<file path="config.mk">
export PLATFORM = sky130hd
export DESIGN_NAME = ray_stepper
export DESIGN_NICKNAME = d
export VERILOG_FILES = /design/src/rtl/ray_stepper.sv
export SDC_FILE = /design/constraint.sdc
export NUM_CORES = 1
export LEC_CHECK = 0
export BUFFER_PORTS_ARGS = -buffer_cell sky130_fd_sc_hd__buf_2
export CORE_AREA = 2 2 236 238
export CTS_CLUSTER_DIAMETER = 60
export CTS_CLUSTER_SIZE = 10
export DETAILED_ROUTE_END_ITERATION = 8
export DIE_AREA = 0 0 238 240
export PLACE_DENSITY = 0.74
export SLEW_MARGIN = 25
export SYNTH_ARGS = -nofsm -noshare
export SYNTH_HDL_FRONTEND = slang
export SYNTH_SLANG_ARGS = --single-unit
</file>
<file path="constraint.sdc">
create_clock -name clk -period 20.9 [get_ports clk]
set_clock_uncertainty 0.15 [all_clocks]
set_input_delay 1.045 -clock clk [delete_from_list [all_inputs] [get_ports clk]]
set_output_delay 1.045 -clock clk [all_outputs]
set_load 0.005 [all_outputs]
</file>
<file path="src/rtl/ray_stepper.sv">
// Ray marcher: walks p(k+1) = p(k) + dir through an external 2-cycle vector
// adder and streams each point downstream with valid/ready backpressure.
module ray_stepper #(
  parameter int unsigned CNT_W   = 16,
  parameter int unsigned TIMEOUT = 15
) (
  input  logic             clk,
  input  logic             rst,
  input  logic             start,
  input  logic [95:0]      origin,
  input  logic [95:0]      dir,
  input  logic [CNT_W-1:0] num_steps,
  output logic             busy,
  output logic             done,
  output logic             error,
  output logic             add_new_data,
  output logic [95:0]      add_v1,
  output logic [95:0]      add_v2,
  input  logic [95:0]      add_r,
  input  logic             add_valid,
  output logic [95:0]      point,
  output logic             point_valid,
  input  logic             point_ready
);

  localparam int unsigned TW = $clog2(TIMEOUT + 1);

  typedef enum logic [2:0] {
    S_IDLE,
    S_ISSUE,
    S_WAIT,
    S_EMIT,
    S_DONE
  } state_t;

  state_t           state, state_d;
  logic [95:0]      pos, pos_d;
  logic [95:0]      step, step_d;
  logic [CNT_W-1:0] cnt, cnt_d;
  logic [TW-1:0]    timer, timer_d;
  logic             busy_d, done_d, error_d, add_new_data_d, point_valid_d;
  logic [95:0]      add_v1_d, add_v2_d, point_d;

  always_ff @(posedge clk or posedge rst) begin
    if (rst) begin
      state        <= S_IDLE;
      pos          <= '0;
      step         <= '0;
      cnt          <= '0;
      timer        <= '0;
      busy         <= 1'b0;
      done         <= 1'b0;
      error        <= 1'b0;
      add_new_data <= 1'b0;
      add_v1       <= '0;
      add_v2       <= '0;
      point        <= '0;
      point_valid  <= 1'b0;
    end else begin
      state        <= state_d;
      pos          <= pos_d;
      step         <= step_d;
      cnt          <= cnt_d;
      timer        <= timer_d;
      busy         <= busy_d;
      done         <= done_d;
      error        <= error_d;
      add_new_data <= add_new_data_d;
      add_v1       <= add_v1_d;
      add_v2       <= add_v2_d;
      point        <= point_d;
      point_valid  <= point_valid_d;
    end
  end

  // Outputs are registered, so the issue strobe and operands are loaded on
  // the transition into ISSUE rather than while sitting in it.
  always_comb begin
    state_d        = state;
    pos_d          = pos;
    step_d         = step;
    cnt_d          = cnt;
    timer_d        = timer;
    busy_d         = busy;
    done_d         = 1'b0;
    error_d        = error;
    add_new_data_d = 1'b0;
    add_v1_d       = add_v1;
    add_v2_d       = add_v2;
    point_d        = point;
    point_valid_d  = point_valid;

    case (state)
      S_IDLE: begin
        if (start) begin
          error_d = 1'b0;
          if (num_steps != '0) begin
            pos_d          = origin;
            step_d         = dir;
            cnt_d          = num_steps;
            busy_d         = 1'b1;
            add_new_data_d = 1'b1;
            add_v1_d       = origin;
            add_v2_d       = dir;
            state_d        = S_ISSUE;
          end else begin
            done_d = 1'b1;
          end
        end
      end
      S_ISSUE: begin
        timer_d = '0;
        state_d = S_WAIT;
      end
      S_WAIT: begin
        if (add_valid) begin
          pos_d         = add_r;
          point_d       = add_r;
          point_valid_d = 1'b1;
          state_d       = S_EMIT;
        end else if (timer == TW'(TIMEOUT - 1)) begin
          error_d = 1'b1;
          done_d  = 1'b1;
          busy_d  = 1'b0;
          state_d = S_IDLE;
        end else begin
          timer_d = timer + TW'(1);
        end
      end
      S_EMIT: begin
        if (point_ready) begin
          point_valid_d = 1'b0;
          cnt_d         = cnt - CNT_W'(1);
          if (cnt == CNT_W'(1)) begin
            done_d  = 1'b1;
            state_d = S_DONE;
          end else begin
            add_new_data_d = 1'b1;
            add_v1_d       = pos;
            add_v2_d       = step;
            state_d        = S_ISSUE;
          end
        end
      end
      S_DONE: begin
        busy_d  = 1'b0;
        state_d = S_IDLE;
      end
      default: state_d = S_IDLE;
    endcase
  end

endmodule

</file>
==> results of run 1 <==
-- cell type report --
class	instances	area, sq um	area share (%)
Antenna cell	6	15.0	0.0565
Clock buffer	59	1480	5.55
Clock inverter	7	67.6	0.254
Inverter	7	38.8	0.146
Multi-Input combinational cell	1020	8180	30.8
Sequential cell	508	12700	47.8
Tap cell	704	881	3.31
Timing Repair Buffer	623	3220	12.1
-- Yosys cell counts (16+ instances only) --
cell / number
a2bb2oi_1: 194
nor2_1: 21
dfrtp_1: 508
o22ai_1: 147
buf_4: 36
clkbuf_1: 37
o22ai_2: 50
nand2_1: 111
buf_1: 16
buf_2: 56
mux2i_1: 96
o21ai_0: 95
mux2_2: 163
mux2_1: 29
a21oi_1: 27
-- registers in the layout, indices dropped and copies added, names as in the netlist --
register      flops
add_v1           96
add_v2           96
point            96
pos              96
step             96
cnt              16
timer             4
state             3
add_new_data      1
busy              1
done              1
error             1
point_valid       1
-- layer usage --
layer	routed length [um]	vias up	global-route usage [%]
li1	-	7391	-
met1	25700	8439	27.2
met2	30800	658	35.5
met3	4260	122	4.87
met4	1820	4	6.93
met5	26	-	0
-- logic make-up after synthesis --
| group | Yosys count | synth area share [%] |
|---|---|---|
| and+or+nand+nor | 178 | 3.86 |
| muxes | 288 | 14.4 |
| adders and majority gates | 4 | 0.231 |
| AOI/OAI and AO/OA | 548 | 18.9 |
| DFF | 508 | 58.7 |
| xor gates and xnor gates | 2 | 0.0809 |
| buffers and inverters | 157 | 3.82 |
-- metrics by stage --
step	setup slack [ps]	hold slack, ps	power, mW	area, sq um
after floorplan	5520	300	2.97	21700
after detailed placement	16130	318	3.61	25000
final	16810	326	4.49	26600
after CTS	16730	331	4.51	26500
after global routing	16640	349	4.76	26600
after global placement	16160	313	3.53	25000
-- worst min path at each step --
stage / slack, ps / start / depth (start not counted) / endpoint
2_1_floorplan: 300 / pos[10] / 2 / pos[10]
3_3_place_gp: 310 / pos[42] / 2 / pos[42]
3_5_place_dp: 320 / point_valid / 1 / point_valid
4_1_cts: 330 / point_valid / 1 / point_valid
5_1_grt: 350 / step[10] / 1 / step[10]
6_report: 330 / point_valid / 1 / point_valid
-- power groups by stage --
stage	Sequential [mW]	Clock, mW	Combinational (mW)
after floorplan	1.74	0	1.22
after detailed placement	1.77	0	1.84
after global placement	1.75	0	1.78
after CTS	1.77	0.904	1.84
final	1.77	0.882	1.83
after global routing	1.83	0.942	2.00
==> run_results.csv, run 1 <==
group,metric,value,unit
layout,drive_gt1_share,41.4,%
grt,antenna_found_initial,6,
setup_path,rrSetupSlack,17230,ps
timing,tightestPinTransition,1040,ps
clocking,ctsHoldBuffers,0,
logic_synthesis,synth_sequential_area_ratio,58.7,%
setup_path,cp-start-kind,"primary input",
logic_synthesis,ys_top_cells_by_area,"dfrtp_1, mux2_2, a2bb2oi_1, mux2i_1, o22ai_1",
layout,final_cell_mix,"buf_2, dfrtp_1, a2bb2oi_1, mux2_2, o22ai_1",
setup_path,path_delay_family,"simple AND/OR/NAND/NOR gates",
drt,drc,0,
timing,rsz0062_at_grt,"false",
timing,max_freq,0.244,GHz
drt,initialDrtViolationCount,1019,
clocking,cts_root_buffer,"clkbuf_16",
grt,grt_first_pass_wirelength,97200,um
logic_synthesis,synth_edf_count,0,
place,gp_congestion,0.840,
clocking,cts_sinks,508,
setup_path,path_max_fanout,78,
timing,finalCritPeriodShare,19.6,%
setup_path,critical-path-max-stage-delay,800,ps
clocking,clock_latency,590,ps
drt,ant_nets,0,
run_status,status,"complete, no violations",
worst_hold_path,hold_class,"reg2reg",
setup_path,r2r_cells,6,
drt,wirelength,62600,um
logic_synthesis,synth_flop_cell,"dfrtp_1",
power_and_ir_drop,peakVddDrop,0.115,mV
power_and_ir_drop,internal_power,2.86,mW
logic_synthesis,postSynthCellCount,1685,
clocking,clkTransAtPathRegs,50,ps
layout,final_cells,2934,
setup_path,worstSetupPathType,"in2reg",
setup_path,crit_top_cell,"buf_4",
setup_path,crit_path_end_kind,"register",
setup_path,reg2reg_from,"state[0]",
grt,overflow,0,
timing,finalSetupViolations,0,
power_and_ir_drop,combinationalPowerShare,40.8,%
clocking,cts_tree,"done",
die,die_h,240,um
die,initial_core_util,39.6,%
logic_synthesis,syn_area,0.0217,sq mm
layout,syn2layout_area_growth,22.7,%
setup_path,r2r_end,"add_v2[82]",
grt,grt_max_degree,149,
setup_path,crit_end,"add_v2[55]",
power_and_ir_drop,switching_share,36.2,%
place,hpwlAfterDp,41500,um
timing,tns,0,ps
grt,grtUsageTotal,21.2,%
logic_synthesis,yosysWarnings,0,
die,die_x,238,um
layout,final_common_cell,"buf_2",
timing,slew_headroom,30.5,%
setup_path,critPathSlowestCell,"a21oi_2",
logic_synthesis,synth_top_area_cell,"dfrtp_1",
power_and_ir_drop,power_density,169,mW/mm^2
grt,grt_pass1_vias,17200,
logic_synthesis,async_flop_share,100,%
clocking,clockBufferDepth,3,
clocking,cts_buffers,58,
die,core_area,0.0547,sq mm
layout,fin_util,48.6,%
die,rows,86,
die,ioPinCount,602,
power_and_ir_drop,p_seq_share,39.5,%
drt,via_per_inst,5.66,
setup_path,cp-startpoint,"num_steps[3]",
drt,vias,16600,
clocking,htreeDepth,2,
run,cap_violations,0,
setup_path,path_depth,8,
logic_synthesis,syn_avg_cell_area,12.9,sq um
logic_synthesis,ys_ff_latch,508,
logic_synthesis,synth_top_area_share,58.7,%
layout,final_nets,2531,
power_and_ir_drop,p_leak,12.4,nW
power_and_ir_drop,power.switching,1.62,mW
logic_synthesis,synth_nets,1998,
setup_path,arrival,4360,ps
logic_synthesis,ys_types,55,
layout,n_fill_cell,4863,
clocking,ctsResizeCount,0,
timing,drv_slew,0,
clocking,postCtsSetupRepairBufs,0,
setup_path,critical_path_required,21170,ps
setup_path,crit_buf_inv,3,
timing,hold_viol,0,
place,port_buffers,601,
timing,fin_crit,4090,ps
drt,first_pass_iters,5,
drt,wl_per_cell,21.3,um
setup_path,crit_chain,"buf_2 -> nor4_1 -> nand4_1 -> a21oi_2 -> a21oi_4 -> buf_4 -> buf_4 -> a2bb2oi_1",
power_and_ir_drop,p_clk_share,19.6,%
place,dp.cells,2861,
die,die-area,0.0571,sq mm
No activity file was read; power rests on OpenSTA's default activity.
==> run 2, diff against run 1 <==
==> constraint.sdc (replaced) <==
create_clock -name clk -period 3.84 [get_ports clk]
set_clock_uncertainty 0.15 [all_clocks]
set_input_delay 0.192 -clock clk [delete_from_list [all_inputs] [get_ports clk]]
set_output_delay 0.192 -clock clk [all_outputs]
set_load 0.005 [all_outputs]
==> run_results.csv, run 2 (synthesis results as in run 1) <==
group,metric,value,unit
timing,tns,0,ps
die,core_area,0.0547,sq mm
clocking,htreeDepth,2,
timing,max_freq,0.330,GHz
setup_path,path_delay_family,"compound AO/OA/AOI/OAI gates",
layout,final_common_cell,"buf_2",
setup_path,critical_path_required,4200,ps
layout,drive_gt1_share,36.6,%
setup_path,crit_chain,"and3b_4 -> and2_1 -> a21oi_2 -> buf_4 -> a21oi_4 -> buf_12 -> a2bb2oi_1",
die,ioPinCount,602,
timing,rsz0062_at_grt,"false",
die,rows,86,
clocking,cts_root_buffer,"clkbuf_16",
timing,finalCritPeriodShare,78.9,%
clocking,cts_tree,"done",
setup_path,crit_path_end_kind,"register",
place,port_buffers,601,
power_and_ir_drop,combinationalPowerShare,42.0,%
power_and_ir_drop,p_clk_share,19.3,%
power_and_ir_drop,power.switching,9.25,mW
power_and_ir_drop,p_seq_share,38.7,%
clocking,clock_latency,600,ps
timing,tightestPinTransition,949,ps
clocking,cts_buffers,58,
grt,overflow,0,
grt,grtUsageTotal,24.1,%
setup_path,cp-start-kind,"register",
clocking,postCtsSetupRepairBufs,0,
drt,routed-wl-met2,35100,um
power_and_ir_drop,peakVddDrop,0.490,mV
drt,ant_nets,0,
run_status,status,"complete, no violations",
power_and_ir_drop,power_density,842,mW/mm^2
power_and_ir_drop,internal_power,16.0,mW
setup_path,critPathSlowestCell,"a21oi_4",
timing,hold_viol,0,
power_and_ir_drop,p_leak,13.8,nW
layout,syn2layout_area_growth,38.3,%
setup_path,arrival,3390,ps
clocking,clockBufferDepth,3,
grt,antenna_found_initial,4,
drt,initialDrtViolationCount,1346,
drt,wl_met1,26800,um
timing,slew_headroom,36.8,%
timing,finalSetupViolations,0,
place,gp_congestion,0.857,
drt,drc,0,
timing,fin_crit,3030,ps
drt,via_per_inst,5.68,
drt,wl_per_cell,21.7,um
power_and_ir_drop,switching_share,36.7,%
setup_path,worstSetupPathType,"reg2reg",
clocking,ctsResizeCount,0,
worst_hold_path,hold_class,"in2async",
clocking,ctsHoldBuffers,309,
drt,vias,18500,
grt,grt_first_pass_wirelength,110000,um
layout,final_cell_mix,"buf_2, dfrtp_1, dlygate4sd3_1, a2bb2oi_1, mux2_2",
clocking,clkTransAtPathRegs,60,ps
drt,top_layer_used,"met5",
drt,wl_met3,5490,um
timing,drv_slew,0,
drt,first_pass_iters,5,
timing,whs,95.0,ps
setup_path,crit_buf_inv,2,
die,die_h,240,um
die,die_x,238,um
drt,wirelength,70800,um
die,die-area,0.0571,sq mm
grt,grt_pass1_vias,19800,
run,cap_violations,0,
die,initial_core_util,39.6,%
setup_path,path_max_fanout,85,
clocking,cts_sinks,508,
layout,final_nets,2855,
setup_path,critical-path-max-stage-delay,700,ps
grt,grt_max_degree,193,
place,hpwlAfterDp,43000,um
-- run 2: cell count changes in the layout (fill, tap and decap cells not counted), moves of 2 or more --
cell           change
dlygate4sd3_1    +309
buf_12            +15
buf_4              +4
buf_6              -3
clkbuf_1           +3
clkinv_2           -3
clkbuf_16          +2
-- run 2: power groups by stage --
stage	registers, mW	clock network (mW)	logic [mW]
final	9.76	4.86	10.6
after global routing	10.0	5.17	11.5
after CTS	9.64	4.95	10.4
after detailed placement	9.66	0	10.2
after global placement	9.52	0	9.79
after floorplan	9.48	0	6.66
-- run 2: worst paths after layout --
| path | cells past startpoint | slack (ps) | to | start |
|---|---|---|---|---|
| min reg2reg | 2 | 330 | pos[89] | pos[89] |
| min | 3 | 90 | step[10] | rst |
| max reg2reg | 7 | 810 | add_v2[76] | state[2] |
| min in group clk | 3 | 220 | step[9] | dir[9] |
| max | 7 | 810 | add_v2[76] | state[2] |
| max in group asynchronous | 5 | 2290 | add_v2[28] | rst |
-- run 2: worst register-to-register path, cell delays in order (launching register included) --
cell and delay [ps]:
dfrtp_1 490, and3b_4 380, and2_1 200, a21oi_2 50, buf_4 190, a21oi_4 700
buf_12 450, a2bb2oi_1 320
-- run 2: area by class of cell --
class	count	area [sq um]
Sequential cell	508	12700
Multi-Input combinational cell	1020	8180
Clock buffer	64	1540
Inverter	7	30.0
Tap cell	704	881
Antenna cell	6	15.0
Timing Repair Buffer	947	6580
Fill cell	4282	24700
Clock inverter	3	22.5
-- run 2: metal layers --
metal | up-vias | global-route usage (%)
met5 | - | 0
met4 | 2 | 11.9
met3 | 256 | 5.97
met2 | 915 | 40.8
met1 | 9287 | 28.7
li1 | 8036 | -
-- run 2: through the flow --
step | util (%) | setup slack [ps] | power [mW] | cells | instance area (sq um)
3_5_place_dp | 46.3 | 874 | 19.8 | 2877 | 25300
6_report | 54.8 | 809 | 25.2 | 3259 | 30000
5_1_grt | 54.8 | 626 | 26.6 | 3256 | 30000
4_1_cts | 54.8 | 830 | 25.0 | 3253 | 29900
2_1_floorplan | - | -3400 | 16.1 | 1685 | 21700
3_3_place_gp | 46.3 | 949 | 19.3 | 2877 | 25300
==> run 3, diff against run 2 <==
--- a/config.mk
+++ b/config.mk
@@ -11,7 +11,7 @@
 export CTS_CLUSTER_SIZE = 10
 export DETAILED_ROUTE_END_ITERATION = 8
 export DIE_AREA = 0 0 238 240
-export PLACE_DENSITY = 0.74
+export PLACE_DENSITY = 0.77
 export SLEW_MARGIN = 25
 export SYNTH_ARGS = -nofsm -noshare
 export SYNTH_HDL_FRONTEND = slang
==> constraint.sdc (replaced) <==
create_clock -name clk -period 2.4 [get_ports clk]
set_clock_uncertainty 0.15 [all_clocks]
set_input_delay 0.12 -clock clk [delete_from_list [all_inputs] [get_ports clk]]
set_output_delay 0.12 -clock clk [all_outputs]
set_load 0.005 [all_outputs]
==> run_results.csv, run 3 (synthesis results as in run 1) <==
group,metric,value,unit
run_status,status,"complete, no violations",
setup_path,reg2reg_from,"state[0]",
run,cap_violations,0,
place,port_buffers,601,
layout,n_fill_cell,4176,
die,rows,86,
power_and_ir_drop,peakVddDrop,0.833,mV
timing,max_freq,0.430,GHz
place,hpwlAfterDp,44500,um
timing,drv_slew,0,
layout,final_cells,3313,
die,die_h,240,um
grt,antenna_found_initial,8,
clocking,cts_root_buffer,"clkbuf_16",
drt,first_pass_iters,5,
layout,multi_input_area,0.00823,sq mm
power_and_ir_drop,power_density,1360,mW/mm^2
timing,whs,155,ps
grt,grt_max_degree,114,
setup_path,critical_path_required,2700,ps
drt,drc,0,
setup_path,cp-startpoint,"state[0]",
timing,tightestPinTransition,622,ps
clocking,cts_buffers,58,
setup_path,critical-path-max-stage-delay,460,ps
worst_hold_path,holdPathEnd,"step[21]",
clocking,clockBufferDepth,3,
timing,rsz0062_at_grt,"true",
clocking,cts_tree,"done",
setup_path,arrival,2630,ps
drt,wirelength,75000,um
grt,grt_first_pass_wirelength,114000,um
layout,final_nets,2903,
die,die-area,0.0571,sq mm
worst_hold_path,hold_class,"in2reg",
clocking,htreeDepth,2,
setup_path,crit_path_end_kind,"register",
grt,grt_pass1_vias,20500,
timing,finalCritPeriodShare,97.0,%
worst_hold_path,hold_path_depth,3,
timing,fin_crit,2330,ps
timing,finalSetupViolations,0,
drt,vias,19100,
grt,grtUsageTotal,25.1,%
worst_hold_path,min_from,"dir[21]",
layout,final_cell_mix,"buf_2, dfrtp_1, dlygate4sd3_1, a2bb2oi_1, mux2_2",
drt,via_per_inst,5.77,
setup_path,path_max_fanout,29,
layout,drive_gt1_share,38.2,%
grt,overflow,0,
die,core_area,0.0547,sq mm
clocking,clkTransAtPathRegs,60,ps
setup_path,cp-start-kind,"register",
place,dp.cells,2916,
drt,initialDrtViolationCount,1472,
die,ioPinCount,602,
setup_path,r2r_end,"add_v2[4]",
clocking,cts_sinks,508,
drt,ant_nets,0,
timing,hold_viol,0,
place,gp_congestion,0.839,
setup_path,crit_chain,"inv_2 -> or3_1 -> a41o_4 -> buf_12 -> buf_16 -> o22ai_1 -> a2bb2oi_1",
layout,final_common_cell,"buf_2",
die,die_x,238,um
clocking,clock_latency,590,ps
layout,syn2layout_area_growth,41.5,%
timing,slew_headroom,58.6,%
setup_path,critPathSlowestCell,"dfrtp_2",
setup_path,worstSetupPathType,"reg2reg",
power_and_ir_drop,p_leak,14.1,nW
die,initial_core_util,39.6,%
setup_path,r2r_cells,7,
layout,register_area,0.0127,sq mm
drt,wl_per_cell,22.6,um
setup_path,rrSetupSlack,70,ps
-- run 3: cell types whose count changed in the layout (fill, tap and decap cells not counted), sizes merged --
cell	delta
clkbuf	+2
bufinv	+1
clkinv	+1
buf	+41
inv	-1
diode	+5
dlygate4sd3	+5
-- run 3: worst max-delay path by stage --
stage	slack [ps]	cells past startpoint	endpoint
final	70	7	add_v2[4]
after global routing	-5	5	cnt[9]
after CTS	-4	6	add_v2[59]
after detailed placement	2	6	add_v2[73]
after global placement	130	6	add_v2[42]
after floorplan	-4770	1	add_new_data
-- run 3: worst max-delay path, delay by kind of cell (launching register included) --
kind	cells	cell delay, ps
simple gates	1	440
flops	1	460
compound gates	3	670
buf+inv	3	420
-- run 3: power breakdown --
| part | internal, mW | switching, mW | total, mW |
|---|---|---|---|
| Combinational | 8.90 | 9.09 | 18.0 |
| Sequential | 12.9 | 2.86 | 15.7 |
| Clock | 4.58 | 3.35 | 7.92 |
| Total | 26.3 | 15.3 | 41.6 |
-- run 3: stage by stage --
stage          cell area [sq um]  setup WS, ps  util [%]  TNS (ps)  total power, mW
2_1_floorplan              21700         -4770         -  -2421320             25.8
3_3_place_gp               25700           128      47.1         0             31.3
3_5_place_dp               25700          1.52      47.1         0             32.3
4_1_cts                    30500         -4.12      55.8     -6.61             40.8
5_1_grt                    30600         -5.00      56.1     -6.16             43.7
6_report                   30700          72.6      56.1         0             41.6
-- run 3: cell type report --
cell class | count | share of cell area (%)
clock inverters | 4 | 0.159
flip-flops and latches | 508 | 41.5
well taps | 704 | 2.87
diodes | 11 | 0.0898
clock buffers | 64 | 5.05
inverters | 7 | 0.0980
multi-input cells | 1020 | 26.8
repair buffers | 995 | 23.4
-- run 3: what timing repair did --
action                     in CTS  in global routing
setup buffers                   0                  2
gates cloned                    0                  2
pin swaps                       0                  3
resized for setup               0                 25
hold endpoints to repair      785                  0
setup endpoints to repair       2                158
hold buffers                  314                  0
-- run 3: layer usage --
layer  wire (um)  GRT usage, %
met5          10             0
met1       28000          29.2
met3        5370          5.72
met4        3870          13.8
met2       37700          43.0
